===== config.mk =====
export PLATFORM = sky130hd
export DESIGN_NAME = addcmp_arbiter_flat
export DESIGN_NICKNAME = d
export VERILOG_FILES = /design/src/rtl/addcmp_arbiter_pkg.sv /design/src/rtl/addcmp_arbiter_if.sv /design/src/rtl/addcmp_arbiter_addcmp_unit.sv /design/src/rtl/dff_ar.sv /design/src/rtl/addcmp_arbiter.sv /design/src/flat_wrapper.sv
export SDC_FILE = /design/constraint.sdc
export NUM_CORES = 1
export LEC_CHECK = 0
export BUFFER_PORTS_ARGS = -buffer_cell sky130_fd_sc_hd__buf_2
export CORE_MARGIN = 2
export CORE_UTILIZATION = 46
export DETAILED_ROUTE_END_ITERATION = 10
export GPL_ROUTABILITY_DRIVEN = 0
export PLACE_DENSITY = 0.86
export SYNTH_ARGS = -nofsm -noshare
export SYNTH_HDL_FRONTEND = slang
export SYNTH_SLANG_ARGS = --single-unit

===== constraint.sdc =====
create_clock -name clk -period 4.5 [get_ports clk]
set_clock_uncertainty 0.15 [all_clocks]
set_input_delay 0.225 -clock clk [delete_from_list [all_inputs] [get_ports clk]]
set_output_delay 0.225 -clock clk [all_outputs]
set_load 0.02 [all_outputs]

===== src/rtl/addcmp_arbiter_pkg.sv =====
// Shared definitions for the two-requester add/compare arbiter:
// state encoding, default operand width and the round-robin decision helper.
package addcmp_arbiter_pkg;

    localparam int DEF_WIDTH = 4;

    // 2'b11 is unused and recovers to IDLE on the next edge.
    typedef enum logic [1:0] {
        IDLE  = 2'b00,
        GRANT = 2'b01,
        RESP  = 2'b10
    } state_t;

    // Returns {found, winner}; on a tie the requester that was not served last wins.
    function automatic logic [1:0] arbitrate(input logic req0, input logic req1, input logic last);
        logic found;
        logic winner;
        found  = req0 | req1;
        if (req0 && req1) begin
            winner = ~last;
        end else begin
            winner = req1;
        end
        return {found, winner};
    endfunction

endpackage


===== src/rtl/addcmp_arbiter_if.sv =====
// Requester-side bundle of the add/compare arbiter: two request/operand sets
// in, grant/valid strobes and the shared registered result out.
interface addcmp_arbiter_if
    import addcmp_arbiter_pkg::*;
#(
    parameter int WIDTH = DEF_WIDTH
);
    logic             req0;
    logic [WIDTH-1:0] a0;
    logic [WIDTH-1:0] b0;
    logic [WIDTH-1:0] f0;
    logic             req1;
    logic [WIDTH-1:0] a1;
    logic [WIDTH-1:0] b1;
    logic [WIDTH-1:0] f1;
    logic             gnt0;
    logic             gnt1;
    logic             valid0;
    logic             valid1;
    logic [WIDTH-1:0] sum;
    logic             cout;
    logic             eq;
    logic             gt;
    logic             lt;

    modport slave (
        input  req0, a0, b0, f0, req1, a1, b1, f1,
        output gnt0, gnt1, valid0, valid1, sum, cout, eq, gt, lt
    );

    modport master (
        output req0, a0, b0, f0, req1, a1, b1, f1,
        input  gnt0, gnt1, valid0, valid1, sum, cout, eq, gt, lt
    );

endinterface


===== src/rtl/addcmp_arbiter_addcmp_unit.sv =====
// Combinational shared datapath: ripple-carry adder followed by an unsigned
// magnitude comparator of the truncated sum against the target f.
module addcmp_unit
    import addcmp_arbiter_pkg::*;
#(
    parameter int WIDTH = DEF_WIDTH
) (
    input  logic [WIDTH-1:0] a,
    input  logic [WIDTH-1:0] b,
    input  logic [WIDTH-1:0] f,
    output logic [WIDTH-1:0] s,
    output logic             co,
    output logic             eq,
    output logic             gt,
    output logic             lt
);

    logic [WIDTH:0] carry_s;
    logic           gt_acc_s;
    logic           lt_acc_s;

    // Ripple adder, one full-adder cell per bit.
    always_comb begin
        carry_s    = '0;
        s          = '0;
        carry_s[0] = 1'b0;
        for (int i = 0; i < WIDTH; i++) begin
            s[i]         = a[i] ^ b[i] ^ carry_s[i];
            carry_s[i+1] = (a[i] & b[i]) | (carry_s[i] & (a[i] ^ b[i]));
        end
        co = carry_s[WIDTH];
    end

    // Magnitude comparator scanned LSB to MSB so higher bits override lower ones.
    always_comb begin
        gt_acc_s = 1'b0;
        lt_acc_s = 1'b0;
        for (int i = 0; i < WIDTH; i++) begin
            gt_acc_s = (s[i] & ~f[i]) | (~(s[i] ^ f[i]) & gt_acc_s);
            lt_acc_s = (~s[i] & f[i]) | (~(s[i] ^ f[i]) & lt_acc_s);
        end
        gt = gt_acc_s;
        lt = lt_acc_s;
        eq = ~gt_acc_s & ~lt_acc_s;
    end

endmodule


===== src/rtl/dff_ar.sv =====
// Flip-flop bank with asynchronous active-high reset to a fixed value.
module dff_ar #(
    parameter int         W       = 1,
    parameter logic [W-1:0] RST_VAL = '0
) (
    input  logic         clk,
    input  logic         rst,
    input  logic [W-1:0] d,
    output logic [W-1:0] q
);

    // State element: reset value applies immediately on rst, independent of clk.
    always_ff @(posedge clk or posedge rst) begin
        if (rst) begin
            q <= RST_VAL;
        end else begin
            q <= d;
        end
    end

endmodule


===== src/rtl/addcmp_arbiter.sv =====
// Round-robin arbiter/sequencer sharing one add/compare unit between two
// requesters: IDLE -> GRANT (operands sampled at its end) -> RESP (valid pulse).
module addcmp_arbiter
    import addcmp_arbiter_pkg::*;
#(
    parameter int WIDTH = DEF_WIDTH
) (
    input  logic             clk,
    input  logic             rst,
    addcmp_arbiter_if.slave  bus
);

    localparam int RW = WIDTH + 4;

    logic [1:0]       state_bits_r;
    state_t           state_r;
    state_t           next_state_s;
    logic             owner_r;
    logic             next_owner_s;
    logic             last_r;
    logic             next_last_s;
    logic             capture_s;
    logic [1:0]       arb_s;
    logic             owner_req_s;

    logic [WIDTH-1:0] sel_a_s;
    logic [WIDTH-1:0] sel_b_s;
    logic [WIDTH-1:0] sel_f_s;
    logic [WIDTH-1:0] u_s;
    logic             u_co;
    logic             u_eq;
    logic             u_gt;
    logic             u_lt;
    logic [RW-1:0]    res_r;
    logic [RW-1:0]    res_d_s;

    assign state_r = state_t'(state_bits_r);

    dff_ar #(.W(2), .RST_VAL(2'b00)) u_state_reg (
        .clk (clk), .rst (rst), .d (next_state_s), .q (state_bits_r)
    );
    dff_ar #(.W(1), .RST_VAL(1'b0)) u_owner_reg (
        .clk (clk), .rst (rst), .d (next_owner_s), .q (owner_r)
    );
    dff_ar #(.W(1), .RST_VAL(1'b1)) u_last_reg (
        .clk (clk), .rst (rst), .d (next_last_s), .q (last_r)
    );
    dff_ar #(.W(RW), .RST_VAL({RW{1'b0}})) u_res_reg (
        .clk (clk), .rst (rst), .d (res_d_s), .q (res_r)
    );

    // Operand steering: only the current owner's operands reach the datapath.
    always_comb begin
        if (owner_r) begin
            sel_a_s     = bus.a1;
            sel_b_s     = bus.b1;
            sel_f_s     = bus.f1;
            owner_req_s = bus.req1;
        end else begin
            sel_a_s     = bus.a0;
            sel_b_s     = bus.b0;
            sel_f_s     = bus.f0;
            owner_req_s = bus.req0;
        end
    end

    addcmp_unit #(.WIDTH(WIDTH)) u_unit (
        .a  (sel_a_s),
        .b  (sel_b_s),
        .f  (sel_f_s),
        .s  (u_s),
        .co (u_co),
        .eq (u_eq),
        .gt (u_gt),
        .lt (u_lt)
    );

    assign arb_s = arbitrate(bus.req0, bus.req1, last_r);

    // Next-state logic; RESP re-arbitrates so back-to-back service needs no IDLE bubble.
    always_comb begin
        next_state_s = state_r;
        next_owner_s = owner_r;
        next_last_s  = last_r;
        capture_s    = 1'b0;
        case (state_r)
            IDLE, RESP: begin
                if (arb_s[1]) begin
                    next_state_s = GRANT;
                    next_owner_s = arb_s[0];
                end else begin
                    next_state_s = IDLE;
                end
            end
            GRANT: begin
                if (owner_req_s) begin
                    capture_s    = 1'b1;
                    next_last_s  = owner_r;
                    next_state_s = RESP;
                end else begin
                    next_state_s = IDLE;
                end
            end
            default: begin
                next_state_s = IDLE;
            end
        endcase
    end

    // Result register holds until the next successful capture.
    always_comb begin
        if (capture_s) begin
            res_d_s = {u_s, u_co, u_eq, u_gt, u_lt};
        end else begin
            res_d_s = res_r;
        end
    end

    assign bus.gnt0   = (state_r == GRANT) & ~owner_r;
    assign bus.gnt1   = (state_r == GRANT) &  owner_r;
    assign bus.valid0 = (state_r == RESP)  & ~owner_r;
    assign bus.valid1 = (state_r == RESP)  &  owner_r;
    assign bus.sum    = res_r[RW-1:4];
    assign bus.cout   = res_r[3];
    assign bus.eq     = res_r[2];
    assign bus.gt     = res_r[1];
    assign bus.lt     = res_r[0];

endmodule


===== src/flat_wrapper.sv =====
// flat-port wrapper written by rule: the top's interface ports become plain ports
module addcmp_arbiter_flat import addcmp_arbiter_pkg::*;
#(
    parameter int WIDTH = DEF_WIDTH
)
  (clk, rst, bus_req0, bus_a0, bus_b0, bus_f0, bus_req1, bus_a1, bus_b1, bus_f1, bus_gnt0, bus_gnt1, bus_valid0, bus_valid1, bus_sum, bus_cout, bus_eq, bus_gt, bus_lt);
  addcmp_arbiter_if #(.WIDTH(WIDTH)) bus_i ();
  input  logic clk;
  input  logic rst;
  input wire logic [$bits(bus_i.req0)-1:0] bus_req0;
  input wire logic [$bits(bus_i.a0)-1:0] bus_a0;
  input wire logic [$bits(bus_i.b0)-1:0] bus_b0;
  input wire logic [$bits(bus_i.f0)-1:0] bus_f0;
  input wire logic [$bits(bus_i.req1)-1:0] bus_req1;
  input wire logic [$bits(bus_i.a1)-1:0] bus_a1;
  input wire logic [$bits(bus_i.b1)-1:0] bus_b1;
  input wire logic [$bits(bus_i.f1)-1:0] bus_f1;
  output wire logic [$bits(bus_i.gnt0)-1:0] bus_gnt0;
  output wire logic [$bits(bus_i.gnt1)-1:0] bus_gnt1;
  output wire logic [$bits(bus_i.valid0)-1:0] bus_valid0;
  output wire logic [$bits(bus_i.valid1)-1:0] bus_valid1;
  output wire logic [$bits(bus_i.sum)-1:0] bus_sum;
  output wire logic [$bits(bus_i.cout)-1:0] bus_cout;
  output wire logic [$bits(bus_i.eq)-1:0] bus_eq;
  output wire logic [$bits(bus_i.gt)-1:0] bus_gt;
  output wire logic [$bits(bus_i.lt)-1:0] bus_lt;
  assign bus_i.req0 = bus_req0;
  assign bus_i.a0 = bus_a0;
  assign bus_i.b0 = bus_b0;
  assign bus_i.f0 = bus_f0;
  assign bus_i.req1 = bus_req1;
  assign bus_i.a1 = bus_a1;
  assign bus_i.b1 = bus_b1;
  assign bus_i.f1 = bus_f1;
  assign bus_gnt0 = bus_i.gnt0;
  assign bus_gnt1 = bus_i.gnt1;
  assign bus_valid0 = bus_i.valid0;
  assign bus_valid1 = bus_i.valid1;
  assign bus_sum = bus_i.sum;
  assign bus_cout = bus_i.cout;
  assign bus_eq = bus_i.eq;
  assign bus_gt = bus_i.gt;
  assign bus_lt = bus_i.lt;
  addcmp_arbiter #(.WIDTH(WIDTH)) u_core (.clk(clk), .rst(rst), .bus(bus_i));
endmodule

==> run_results.csv <==
group,metric,value,unit
route,top_layer_used,"met4",
route,met2_length,1135,microns
final_layout,fin_nets,168,
place,place_area,1121,sq um
place,pre_cts_ws,994.6,ps
sta,worstMarginPinSlew,450.8,ps
yosys,yosys_register_bits,12,
global_route,overflow,0,
worst_setup_path,setup.worst_path.end_class,"flip-flop",
yosys,synth_compound_area_share,14.03,%
yosys,synth_mux_area_share,18.89,%
sta,setup_tns,0,ps
clocking,clock_latency,260,ps
yosys,syn_avg_cell_area,10.48,sq um
global_route,grt_usage,21.70,%
yosys,yosys.area_share.simple,10.14,%
yosys,yosys-top-cells-area,"dfrtp_1 31%, mux2_2 10%, ha_1 9.7%, fa_1 6.7%, mux2i_1 5.6%",
final_layout,fill_cells,173,
clocking,cts-root-buf,"clkbuf_4",
run_status,outcome,"complete, no violations",
clocking,htree_levels,1,
yosys,synthAdderAreaFrac,16.39,%
route,wl_per_cell,13.29,microns
sta,fin_crit_sh,78.37,%
place,place_hpwl,1774,microns
yosys,synth_area_leader_cell,"dfrtp_1",
yosys,yosysSeqAreaShare,33.47,%
final_layout,drive_gt1_share,44.19,%
sta,worst_slew_margin_rel,69.91,%
die,die_h,48.26,microns
power_and_ir_drop,p_per_area,535.3,nW/um^2
final_layout,area_delta_synth_final,28.47,%
place,io_buffers,39,
die,core-area,1902,sq um
worst_setup_path,required,4510,ps
route,ant_nets,0,
global_route,grt_max_degree,13,
yosys,synth_top_area_share,30.56,%
yosys,synth-warning-count,0,
die,dieArea,2329,sq um
route,wirelength,2074,microns
global_route,grt_pass1_vias,819,
sta,setup_slack,973.5,ps
clocking,clk_pin_slew,70,ps
clocking,cts.sinks,12,
clocking,clk_path_buf_depth,2,
yosys,synth_top_family_by_area,"multiplexers",
worst_setup_path,arrival,3540,ps
worst_setup_path,critPathMaxFanout,12,
sta,slew_viol_final,0,
route,drt_iter0_drc,12,
route,vias_per_cell,5.288,
sta,fmax,283.6,MHz
clocking,tritoncts,"built",
yosys,synthXorXnorAreaFrac,0,%
global_route,grt_pass1_wl,3436,microns
yosys,synth_top_flop_cell,"dfrtp_1",
sta,hold_viol,0,
worst_setup_path,cp-start-kind,"flip-flop",
sta,rsz0062_at_grt,"false",
global_route,antenna_found_initial,0,
final_layout,diodes,0,
yosys,async_flop_share,100.0,%
route,drc,0,
route,vias,825,
route,met3_length,129,microns
clocking,cts_setup_buffers,0,
die,rows,16,
final_layout,design_area,1157,sq um
job,drv_cap,0,
yosys,synth_common_cells,"11 x dfrtp_1, 11 x inv_1, 9 x o21ai_0, 8 x mux2_2, 7 x ha_1",
clocking,hold_buffers,1,
yosys,syn-cell-area,900.9,sq um
min_path,hold_class,"input pin to flip-flop",
yosys,syn_nets,124,
die,top_level_ports,40,
die,chipWidth,48.26,microns
yosys,synth.distinct_cells,31,
power_and_ir_drop,p_leak,0.6355,nW
clocking,cts_inserted_buffers,3,
yosys,syn_inst,86,
sta,setup_violations,0,
power_and_ir_drop,irDropWorstVdd,0.2973,mV
sta,min_period,3527,ps
clocking,cts_resized,0,
die,start_util,47.37,%
route,drt_pre_antenna_iters,4,
worst_setup_path,crit_type,"flip-flop to flip-flop",
yosys,synth-edff-count,0,
route,wl_met1,761,microns
## worst max-delay path, cell delays in order (launching register included)
cell      delay (ps)
dfrtp_1          580
mux2_2           380
ha_1             200
fa_1             380
fa_1             360
inv_1             80
fa_1             440
inv_1             80
ha_1             170
nand4b_1         130
o221a_2          260
a41o_1           200
## layout make-up
cell class | instances | area (sq um) | area share (%)
tap | 27 | 33.78 | 2.919
multi-input combinational | 60 | 535.5 | 46.27
sequential | 12 | 301.5 | 26.05
timing repair buffer | 41 | 212.7 | 18.38
inverter | 12 | 47.55 | 4.108
clock buffer | 4 | 26.28 | 2.270
## path summary, 6_finish.rpt
kind	startpoint	end	slack, ps	cells after the start
max	u_core.u_owner_reg.q	u_core.u_res_reg.q[2]	970	11
min	bus_req1	u_core.u_state_reg.q[0]	100	3
max reg2reg	u_core.u_owner_reg.q	u_core.u_res_reg.q[2]	970	11
min reg2reg	u_core.u_res_reg.q[5]	u_core.u_res_reg.q[5]	360	2
max in group asynchronous	rst	u_core.u_last_reg.q	3510	3
min in group asynchronous	rst	u_core.u_res_reg.q[5]	350	3
## registers in the layout, indices dropped and copies added (netlist names)
name	flops
u_core.u_owner_reg.q	1
u_core.u_state_reg.q	2
u_core.u_res_reg.q	8
u_core.u_last_reg.q	1
## cell usage in the layout (no fill, tap or decap), drive strengths merged
cell type / instances
a21boi: 1
a21o: 1
a21oi: 3
a22o: 1
a31oi: 1
a32o: 1
a41o: 1
and2: 1
and2b: 1
and3: 2
buf: 40
clkbuf: 4
dfrtp: 11
dfstp: 1
dlygate4sd3: 1
fa: 3
ha: 7
inv: 12
mux2: 10
mux2i: 5
nand2: 4
nand2b: 1
nand3: 1
nand4b: 1
nor2: 2
nor3b: 2
o21ai: 10
o221a: 1
## where the power goes
part | switching (W) | internal [W]
logic | 0.000204 | 0.000162
clock network | 0.0000341 | 0.0000343
registers | 0.0000306 | 0.000154
total | 0.000269 | 0.000351
## through the flow
step | std cells | hold WS [ps] | total power (W) | util (%)
CTS | 156 | 100.8 | 0.0006239 | 60.86
floorplan | 86 | -61.02 | 0.0004476 | -
global route | 156 | 123.7 | 0.0006765 | 60.86
finish | 156 | 103.4 | 0.0006195 | 60.86
global placement | 151 | 87.85 | 0.0005307 | 58.95
detailed placement | 151 | 104.6 | 0.0005503 | 58.95
## logic make-up (layout without fill, tap and decap cells)
family | after synthesis | after routing
simple gates | 15 | 15
fa+ha+maj | 10 | 10
compound gates | 20 | 20
mux | 15 | 15
flops | 12 | 12
buf+inv | 14 | 57
## metal layers
layer	up-vias	global-route usage [%]
met2	35	41.05
met1	393	23.31
met3	6	4.444
met5	-	0
li1	391	-
met4	0	8.108
(Power assumes the default switching activity.)
